[src/rtl/dtc_walk_pkg.sv]
// dtc_walk_pkg: walker state type, width helpers and node-word field extraction
package dtc_walk_pkg;
  typedef enum logic [1:0] {IDLE, WALK, DONE} state_t;
  localparam int WORD_MAX = 64;
  typedef logic [WORD_MAX-1:0] word_t;
  function automatic int calc_fw(input int in_w);
    return in_w > 1 ? $clog2(in_w) : 1;
  endfunction
  function automatic int calc_nw(input int in_w, input int out_w, input int node_aw);
    return 1 + (calc_fw(in_w) + 2 * node_aw > out_w ? calc_fw(in_w) + 2 * node_aw : out_w);
  endfunction
  function automatic word_t field(input word_t w, input int lsb, input int width);
    return (w >> lsb) & ((word_t'(1) << width) - word_t'(1));
  endfunction
  function automatic logic node_is_leaf(input word_t w, input int nw);
    return field(w, nw - 1, 1) != '0;
  endfunction
  function automatic word_t node_feat(input word_t w, input int fw, input int aw);
    return field(w, 2 * aw, fw);
  endfunction
  function automatic word_t node_hi(input word_t w, input int aw);
    return field(w, aw, aw);
  endfunction
  function automatic word_t node_lo(input word_t w, input int aw);
    return field(w, 0, aw);
  endfunction
  function automatic word_t node_value(input word_t w, input int out_w);
    return field(w, 0, out_w);
  endfunction
endpackage

[src/rtl/dtc_walk_if.sv]
// dtc_walk_if: walker handshake bundle; cfg_* signals exist only with DTC_WALK_PROG_EN
interface dtc_walk_if #(
  parameter int IN_W = 8,
  parameter int OUT_W = 8,
  parameter int NODE_AW = 5
) ();
  logic in_valid;
  logic in_ready;
  logic [IN_W-1:0] inp;
  logic out_valid;
  logic out_ready;
  logic [OUT_W-1:0] outp;
  logic out_err;
`ifdef DTC_WALK_PROG_EN
  import dtc_walk_pkg::*;
  localparam int NW = calc_nw(IN_W, OUT_W, NODE_AW);
  logic cfg_we;
  logic [NODE_AW-1:0] cfg_addr;
  logic [NW-1:0] cfg_data;
`endif
  modport master (
`ifdef DTC_WALK_PROG_EN
    output cfg_we, cfg_addr, cfg_data,
`endif
    output in_valid, inp, out_ready,
    input in_ready, out_valid, outp, out_err
  );
  modport slave (
`ifdef DTC_WALK_PROG_EN
    input cfg_we, cfg_addr, cfg_data,
`endif
    input in_valid, inp, out_ready,
    output in_ready, out_valid, outp, out_err
  );
endinterface

[src/rtl/dtc_node_ram.sv]
// dtc_node_ram: 2**AW x NW synchronous-read node table; write port only with DTC_WALK_PROG_EN
module dtc_node_ram #(
  parameter int AW = 5,
  parameter int NW = 14
`ifndef DTC_WALK_PROG_EN
  , parameter logic [(2**AW)*NW-1:0] INIT = '0
`endif
) (
  input logic clk,
`ifdef DTC_WALK_PROG_EN
  input logic we,
  input logic [AW-1:0] waddr,
  input logic [NW-1:0] wdata,
`endif
  input logic [AW-1:0] raddr,
  output logic [NW-1:0] rdata
);
  logic [NW-1:0] mem [2**AW];
`ifdef DTC_WALK_PROG_EN
  always_ff @(posedge clk) begin
    if (we) mem[waddr] <= wdata;
    rdata <= mem[raddr];
  end
`else
  initial for (int i = 0; i < 2**AW; i++) mem[i] = INIT[i*NW +: NW];
  always_ff @(posedge clk) rdata <= mem[raddr];
`endif
endmodule

[src/rtl/dtc_walk.sv]
// dtc_walk: decision-tree walker, one node per clock; DTC_WALK_PROG_EN adds run-time table writes
module dtc_walk
  import dtc_walk_pkg::*;
#(
  parameter int IN_W = 8,
  parameter int OUT_W = 8,
  parameter int NODE_AW = 5,
  parameter int MAX_DEPTH = 8
`ifndef DTC_WALK_PROG_EN
  , parameter logic [(2**NODE_AW)*calc_nw(IN_W, OUT_W, NODE_AW)-1:0] INIT = '0
`endif
) (
  input logic clk,
  input logic rst,
  dtc_walk_if.slave bus
);
  localparam int FW = calc_fw(IN_W);
  localparam int NW = calc_nw(IN_W, OUT_W, NODE_AW);
  localparam int CW = $clog2(MAX_DEPTH) + 1;
  state_t state, state_n;
  logic [IN_W-1:0] inp_q, inp_n;
  logic [CW-1:0] cnt, cnt_n;
  logic [OUT_W-1:0] outp_n;
  logic valid_n, err_n, go_hi, leaf;
  logic [NW-1:0] word;
  logic [NODE_AW-1:0] raddr, hi, lo;
  logic [FW-1:0] feat;
  word_t w;
  assign w = word_t'(word);
  assign leaf = node_is_leaf(w, NW);
  assign feat = FW'(node_feat(w, FW, NODE_AW));
  assign hi = NODE_AW'(node_hi(w, NODE_AW));
  assign lo = NODE_AW'(node_lo(w, NODE_AW));
  assign go_hi = 32'(feat) < IN_W && inp_q[feat];
`ifdef DTC_WALK_PROG_EN
  logic wr;
  assign wr = bus.cfg_we && state == IDLE;
  assign bus.in_ready = state == IDLE && !bus.cfg_we;
`else
  assign bus.in_ready = state == IDLE;
`endif
  dtc_node_ram #(
    .AW(NODE_AW),
    .NW(NW)
`ifndef DTC_WALK_PROG_EN
    , .INIT(INIT)
`endif
  ) u_ram (
    .clk(clk),
`ifdef DTC_WALK_PROG_EN
    .we(wr),
    .waddr(bus.cfg_addr),
    .wdata(bus.cfg_data),
`endif
    .raddr(raddr),
    .rdata(word)
  );
  always_comb begin
    state_n = state;
    inp_n = inp_q;
    cnt_n = cnt;
    valid_n = bus.out_valid;
    outp_n = bus.outp;
    err_n = bus.out_err;
    raddr = '0;
    case (state)
      IDLE: if (bus.in_valid && bus.in_ready) begin
        state_n = WALK;
        inp_n = bus.inp;
        cnt_n = '0;
      end
      WALK: begin
        raddr = go_hi ? hi : lo;
        if (leaf || cnt == CW'(MAX_DEPTH - 1)) begin
          state_n = DONE;
          valid_n = 1'b1;
          outp_n = leaf ? OUT_W'(node_value(w, OUT_W)) : '0;
          err_n = !leaf;
        end else cnt_n = cnt + 1'b1;
      end
      DONE: if (bus.out_ready) begin
        state_n = IDLE;
        valid_n = 1'b0;
      end
      default: state_n = IDLE;
    endcase
  end
  always_ff @(posedge clk) begin
    if (rst) begin
      state <= IDLE;
      inp_q <= '0;
      cnt <= '0;
      bus.out_valid <= 1'b0;
      bus.outp <= '0;
      bus.out_err <= 1'b0;
    end else begin
      state <= state_n;
      inp_q <= inp_n;
      cnt <= cnt_n;
      bus.out_valid <= valid_n;
      bus.outp <= outp_n;
      bus.out_err <= err_n;
    end
  end
endmodule
[src/flat_wrapper.sv]
// flat-port wrapper written by rule: the top's interface ports become plain ports
module dtc_walk_flat import dtc_walk_pkg::*;
#(
  parameter int IN_W = 8,
  parameter int OUT_W = 8,
  parameter int NODE_AW = 5,
  parameter int MAX_DEPTH = 8

  , parameter logic [(2**NODE_AW)*calc_nw(IN_W, OUT_W, NODE_AW)-1:0] INIT = '0

)
  (clk, rst, bus_in_valid, bus_inp, bus_out_ready, bus_in_ready, bus_out_valid, bus_outp, bus_out_err);
  dtc_walk_if #(.IN_W(IN_W), .OUT_W(OUT_W), .NODE_AW(NODE_AW)) bus_i ();
  input logic clk;
  input logic rst;
  input wire logic [$bits(bus_i.in_valid)-1:0] bus_in_valid;
  input wire logic [$bits(bus_i.inp)-1:0] bus_inp;
  input wire logic [$bits(bus_i.out_ready)-1:0] bus_out_ready;
  output wire logic [$bits(bus_i.in_ready)-1:0] bus_in_ready;
  output wire logic [$bits(bus_i.out_valid)-1:0] bus_out_valid;
  output wire logic [$bits(bus_i.outp)-1:0] bus_outp;
  output wire logic [$bits(bus_i.out_err)-1:0] bus_out_err;
  assign bus_i.in_valid = bus_in_valid;
  assign bus_i.inp = bus_inp;
  assign bus_i.out_ready = bus_out_ready;
  assign bus_in_ready = bus_i.in_ready;
  assign bus_out_valid = bus_i.out_valid;
  assign bus_outp = bus_i.outp;
  assign bus_out_err = bus_i.out_err;
  dtc_walk #(.IN_W(IN_W), .OUT_W(OUT_W), .NODE_AW(NODE_AW), .MAX_DEPTH(MAX_DEPTH), .INIT(INIT)) u_core (.clk(clk), .rst(rst), .bus(bus_i));
endmodule
[config.mk]
export PLATFORM = sky130hd
export DESIGN_NAME = dtc_walk_flat
export DESIGN_NICKNAME = d
export VERILOG_FILES = /design/src/rtl/dtc_walk_pkg.sv /design/src/rtl/dtc_walk_if.sv /design/src/rtl/dtc_node_ram.sv /design/src/rtl/dtc_walk.sv /design/src/flat_wrapper.sv
export SDC_FILE = /design/constraint.sdc
export NUM_CORES = 1
export LEC_CHECK = 0
export CORE_AREA = 2 2 39 41
export DETAILED_ROUTE_END_ITERATION = 8
export DIE_AREA = 0 0 41 43
export GPL_TIMING_DRIVEN = 0
export PLACE_DENSITY = 0.73
export SLEW_MARGIN = 10
export SYNTH_ARGS = -nofsm -noshare
export SYNTH_HDL_FRONTEND = slang
export SYNTH_SLANG_ARGS = --single-unit
[constraint.sdc]
create_clock -name clk -period 2.95 [get_ports clk]
set_clock_uncertainty 0.2 [all_clocks]
set_input_delay 0.4425 -clock clk [delete_from_list [all_inputs] [get_ports clk]]
set_output_delay 0.4425 -clock clk [all_outputs]
set_load 0.01 [all_outputs]
==> flow_summary.json, run 1 <==
{
  "fillers": 145,
  "wl_per_cell_um": 9.914,
  "cp-end-kind": "output port",
  "post-route-min-period_ns": 2.109,
  "regArea_um2": 160.2,
  "fp.dieH_um": 43,
  "grt_overflow": 0,
  "worstReg2RegEnd": "u_core.cnt[2]",
  "critPathKind": "reg -> out",
  "grt_pass1_wl_um": 1317,
  "clk_latency_ns": 0.26,
  "routed_wl_um": 803,
  "cts_tree": "done",
  "grt_max_degree": 11,
  "critPathLaunchType": "register",
  "grt_antenna_before_repair": 0,
  "cap_violations": 0,
  "crit_slowest_cell": "clkdlybuf4s50_1",
  "min_path_type": "reg -> reg",
  "worstPathRequired_ns": 2.31,
  "cts_buffers": 3,
  "synth_edf_count": 0,
  "rsz0062_at_grt": "false",
  "vias": 382,
  "cpPeakStageDelay_ns": 0.48,
  "diodes": 0,
  "vias_per_cell": 4.716,
  "finalSetupViolations": 0,
  "multi_input_area_um2": 230.2,
  "path_max_fanout": 10,
  "grt_pass1_vias": 323,
  "syn-cell-area_um2": 444.2,
  "layout.nets": 80,
  "regToRegSetupSlack_ns": 1.07,
  "grt_use_total": 0.1080,
  "syn_area_per_cell_um2": 8.884,
  "async_reset_ff_frac": 0,
  "placedCellCount": 78,
  "ioPinCount": 23,
  "clk_path_buf_depth": 2,
  "crit_start": "u_core.state[1]",
  "gp_congestion": 0.8482,
  "ys_seq_area_frac": 0.3606,
  "drt_iter0_drc": 5,
  "synth-seq-cells": 8,
  "synth-main-ff-cell": "dfxtp_1",
  "dieArea_mm2": 0.001763,
  "final_cells": 81,
  "drive_gt1_frac": 0.2308,
  "reg2regPathDepth": 5,
  "core_mm2": 0.001384,
  "antenna_left": 0,
  "post_cts_resized": 0,
  "start_util": 0.3210,
  "drtPass1Iterations": 4,
  "port_buffers": 5,
  "rr_startpoint": "u_core.cnt[0]",
  "endpoint": "bus_in_ready",
  "powerDensity_mw_per_mm2": 407.6,
  "stdcell_area_um2": 563.0,
  "ir_drop_v": 0.0002395,
  "syn_inst": 50,
  "finalCritPeriodShare": 0.7149,
  "die_width_um": 41,
  "hold_buffers": 0,
  "fin_tns_setup_ns": 0,
  "root_buffer": "clkbuf_4",
  "clock_sinks": 8,
  "crit_arrival_ns": 1.47,
  "max_freq_mhz": 474.2,
  "drc": 0,
  "cts_setup_buffers": 0,
  "yosysWarnings": 0,
  "hold_viol_final": 0,
  "cp_cell_sequence": "clkbuf_1 > nor2_1 > clkdlybuf4s50_1",
  "ys_types": 26,
  "row_count": 14,
  "area_growth_pct": 26.76,
  "p_leak_nw": 0.2351,
  "slew_viol_final": 0,
  "status": "finished clean",
  "clk_pin_slew_ns": 0.06,
  "cts_max_level": 1,
  "dpl_cell_area_um2": 540.5
}
## stage by stage
stage / util / worst slack [ns] / power (mW) / hold WS, ns
2_1_floorplan: - / 1.235 / 0.1385 / 0.2609
3_3_place_gp: 0.3906 / 1.106 / 0.1454 / 0.2361
3_5_place_dp: 0.3906 / 1.032 / 0.1462 / 0.2544
4_1_cts: 0.4069 / 0.8601 / 0.2299 / 0.2625
5_1_grt: 0.4069 / 0.7785 / 0.2377 / 0.2934
6_report: 0.4069 / 0.8412 / 0.2295 / 0.2536
## worst min-delay path by stage
stage / startpoint / to / slack (ns) / cells past startpoint
3_5_place_dp: u_core.bus.out_valid / u_core.bus.out_valid / 0.25 / 2
5_1_grt: u_core.bus.out_valid / u_core.bus.out_valid / 0.29 / 2
3_3_place_gp: u_core.bus.out_err / u_core.bus.out_err / 0.24 / 2
4_1_cts: u_core.bus.out_valid / u_core.bus.out_valid / 0.26 / 2
2_1_floorplan: u_core.cnt[1] / u_core.cnt[1] / 0.26 / 2
6_report: u_core.bus.out_err / u_core.bus.out_err / 0.25 / 2
## critical path: cells and delay by family, from the launching register on
kind                   cells  cell delay, ns
and+or+nand+nor            1            0.07
buffers and inverters      2            0.79
DFF                        1            0.34
## cells by family after synthesis
logic type,after synthesis,synth area share
AOI/OAI and AO/OA,12,0.1775
DFF,8,0.3606
and+or+nand+nor,15,0.2451
buffers and inverters,13,0.1803
adders and majority gates,1,0.02816
other,1,0.008443
## cells in the mapped netlist (all sizes together) (2+ instances only)
cell,instances,area share
o31ai,2,0.034
inv,2,0.017
a21oi,6,0.068
or3b,2,0.039
clkbuf,2,0.020
buf,9,0.14
a2111oi,2,0.039
dfxtp,8,0.36
nor2,2,0.017
## cell type report
type	count	share of cell area
multi-input cells	36	0.4089
flip-flops and latches	8	0.2844
plain buffers	11	0.1289
repair buffers	5	0.08889
clock buffers	3	0.04000
well taps	16	0.03556
inverters	2	0.01333
## power breakdown
part	total, mW	internal [mW]	switching [mW]
clock network	0.0852	0.0467	0.0386
logic	0.0303	0.0165	0.0139
registers	0.114	0.111	0.00330
total	0.229	0.174	0.0557
## state kept, by name (all words and copies together), names as in the netlist
| register | count |
|---|---|
| u_core.cnt | 4 |
| u_core.state | 2 |
| u_core.bus.out_err | 1 |
| u_core.bus.out_valid | 1 |
## layer usage
metal | track usage | vias up | wire length (um)
li1 | - | 199 | -
met1 | 0.1438 | 168 | 354
met2 | 0.1594 | 13 | 382
met3 | 0.03141 | 2 | 55
met4 | 0.04000 | 0 | 10
met5 | 0 | - | 0
## cells in the final DEF (no fill, tap or decap), drive strengths merged
master,instances
a2111oi,2
a211oi,1
a21oi,6
and2b,1
and4b,1
buf,9
clkbuf,5
clkdlybuf4s50,5
conb,8
dfxtp,8
ha,1
inv,2
nand2,1
nand2b,1
nand3,1
nand3b,1
nand4b,1
nand4bb,1
nor2,2
nor4,1
o31ai,2
o32ai,1
or3,1
or3b,2
or4b,1
No activity file was read; power rests on OpenSTA's default activity.
==> run 2: changes to the inputs <==
==> constraint.sdc (replaced) <==
create_clock -name clk -period 2.2 [get_ports clk]
set_clock_uncertainty 0.2 [all_clocks]
set_input_delay 0.33 -clock clk [delete_from_list [all_inputs] [get_ports clk]]
set_output_delay 0.33 -clock clk [all_outputs]
set_load 0.01 [all_outputs]
==> results of run 2 <==
Same layout as run 1 (identical final DEF). Status: finished clean.
Among the figures that moved: setup slack after placement 1.032 ns -> 0.3875 ns; setup slack after layout 0.8412 ns -> 0.2037 ns; hold slack 0.2536 ns -> 0.2489 ns; register-to-register setup slack 1.07 ns -> 0.32 ns; end point of the worst hold path u_core.bus.out_err -> u_core.bus.out_valid; total power 0.2295 mW -> 0.3077 mW; worst IR drop on VDD 0.0002395 V -> 0.0003211 V
==> run 3: changes to the inputs <==
--- a/config.mk
+++ b/config.mk
@@ -5,6 +5,7 @@
 export SDC_FILE = /design/constraint.sdc
 export NUM_CORES = 1
 export LEC_CHECK = 0
+export CAP_MARGIN = 5
 export CORE_AREA = 2 2 39 41
 export DETAILED_ROUTE_END_ITERATION = 8
 export DIE_AREA = 0 0 41 43
@@ -14,3 +15,4 @@
 export SYNTH_ARGS = -nofsm -noshare
 export SYNTH_HDL_FRONTEND = slang
 export SYNTH_SLANG_ARGS = --single-unit
+export TNS_END_PERCENT = 5
==> constraint.sdc (replaced) <==
create_clock -name clk -period 2 [get_ports clk]
set_clock_uncertainty 0.2 [all_clocks]
set_input_delay 0.3 -clock clk [delete_from_list [all_inputs] [get_ports clk]]
set_output_delay 0.3 -clock clk [all_outputs]
set_load 0.01 [all_outputs]
==> run 3 against run 2 <==
  * Combinational power rose by 11%
  * Total power up 10%
  * Critical path depth grew 2
  * Worst setup slack worse by 0.054 ns
  * Utilization shrank 0.18 points
  * Via count grew 0.52%
  * Hold slack got worse by 0.030 ns
  * Largest cell class unchanged
  * Highest routed layer unchanged
==> flow_summary.json, run 3 (synthesis gave the netlist of run 1 again) <==
{
  "area_growth_pct": 26.20,
  "port_buffers": 5,
  "grt_pass1_wl_um": 1317,
  "worstReg2RegEnd": "u_core.cnt[3]",
  "grt_max_degree": 11,
  "post-route-min-period_ns": 1.850,
  "fin_ws_ns": 0.1498,
  "grt_overflow": 0,
  "fin_tns_setup_ns": 0,
  "cp-end-kind": "register",
  "drc": 0,
  "root_buffer": "clkbuf_4",
  "clk_latency_ns": 0.26,
  "place_ws_ns": 0.1875,
  "ir_drop_v": 0.0003538,
  "path_max_fanout": 8,
  "rsz0062_at_grt": "true",
  "min_path_type": "in -> reg",
  "ioPinCount": 23,
  "hp-start": "rst",
  "rr_startpoint": "u_core.cnt[0]",
  "holdWs_ns": 0.2186,
  "dieArea_mm2": 0.001763,
  "drtPass1Iterations": 3,
  "reg2regPathDepth": 5,
  "drive_gt1_frac": 0.2344,
  "grt_pass1_vias": 323,
  "die_width_um": 41,
  "vias": 384,
  "regToRegSetupSlack_ns": 0.15,
  "core_mm2": 0.001384,
  "multi_input_area_um2": 231.5,
  "gp_congestion": 0.8482,
  "grt_antenna_before_repair": 0,
  "crit_arrival_ns": 1.76,
  "row_count": 14,
  "reg_top3": "u_core.cnt x4, u_core.state x2",
  "fp.dieH_um": 43,
  "met1_length_um": 339,
  "fillers": 145,
  "grt_use_total": 0.1080,
  "wl_met3_um": 56,
  "min_path_cells": 2,
  "slew_viol_final": 0,
  "cap_violations": 0,
  "routed_wl_um": 773,
  "powerDensity_mw_per_mm2": 604.1,
  "top_layer_used": "met4",
  "final_util": 0.4051,
  "clk_pin_slew_ns": 0.06,
  "status": "finished clean",
  "antenna_left": 0,
  "hold_viol_final": 0,
  "largest_reg_flops": 4,
  "critPathLaunchType": "register",
  "start_util": 0.3210,
  "finalSetupViolations": 0,
  "cts_buffers": 3,
  "layout.nets": 79,
  "regArea_um2": 160.2,
  "worstPathRequired_ns": 1.91,
  "finalCritPeriodShare": 0.9251,
  "cts_tree": "done",
  "p_leak_nw": 0.2340,
  "cts_max_level": 1,
  "drt_iter0_drc": 9,
  "clk_path_buf_depth": 2,
  "hold_buffers": 0,
  "critPathKind": "reg -> reg",
  "clock_sinks": 8,
  "wl_per_cell_um": 9.663,
  "min_to": "u_core.bus.out_valid",
  "max_freq_mhz": 540.5,
  "largest_register": "u_core.cnt",
  "vias_per_cell": 4.800,
  "dr_wl_met2_um": 367,
  "diodes": 0,
  "layout_common_cells": "buf_4, conb_1, dfxtp_1, a21oi_1, clkdlybuf4s50_1"
}
run 3: worst max path at each step:
stage                                from       endpoint  slack, ns  cells past startpoint
after floorplan             u_core.cnt[0]  u_core.cnt[3]       0.28                      5
after global placement      u_core.cnt[0]  u_core.cnt[3]       0.23                      5
after detailed placement    u_core.cnt[0]  u_core.cnt[3]       0.19                      5
after CTS                 u_core.state[1]   bus_in_ready       0.05                      3
after global routing        u_core.cnt[0]  u_core.cnt[3]     -0.001                      5
final                       u_core.cnt[0]  u_core.cnt[3]       0.15                      5
run 3: cell type report:
type	instances	area share
well taps	16	0.03571
inverters	2	0.01339
clock buffers	3	0.04018
plain buffers	10	0.1228
flip-flops and latches	8	0.2857
repair buffers	5	0.08929
multi-input cells	36	0.4129
run 3: repair_timing:
action / CTS / global route
setup buffers: 0 / 0
setup endpoints to repair: 0 / 2
gates resized for setup: 0 / 1
run 3: worst max-delay path: stages (launching register included):
cell       delay (ns)
dfxtp_1          0.33
ha_1             0.24
and4b_1          0.22
clkbuf_2         0.16
a2111oi_0        0.41
o32ai_1          0.15
run 3: stage by stage:
step | power, mW | area [um2] | cells
after floorplan | 0.2043 | 470.5 | 57
after global placement | 0.2145 | 540.5 | 78
after detailed placement | 0.2156 | 540.5 | 78
after CTS | 0.3391 | 563.0 | 81
after global routing | 0.3511 | 560.5 | 80
final | 0.3386 | 560.5 | 80
run 3: power by group:
part	switching [mW]	internal (mW)	total, mW	leakage, nW
sequential	0.00485	0.163	0.168	0.0650
clock	0.0569	0.0688	0.126	0.0138
combinational	0.0203	0.0247	0.0450	0.155
total	0.0820	0.257	0.339	0.234
run 3: routing by layer:
metal  vias up  track usage
met5         -            0
met4         0      0.04000
met3         2      0.03141
met2        11       0.1594
met1       173       0.1438
li1        198            -
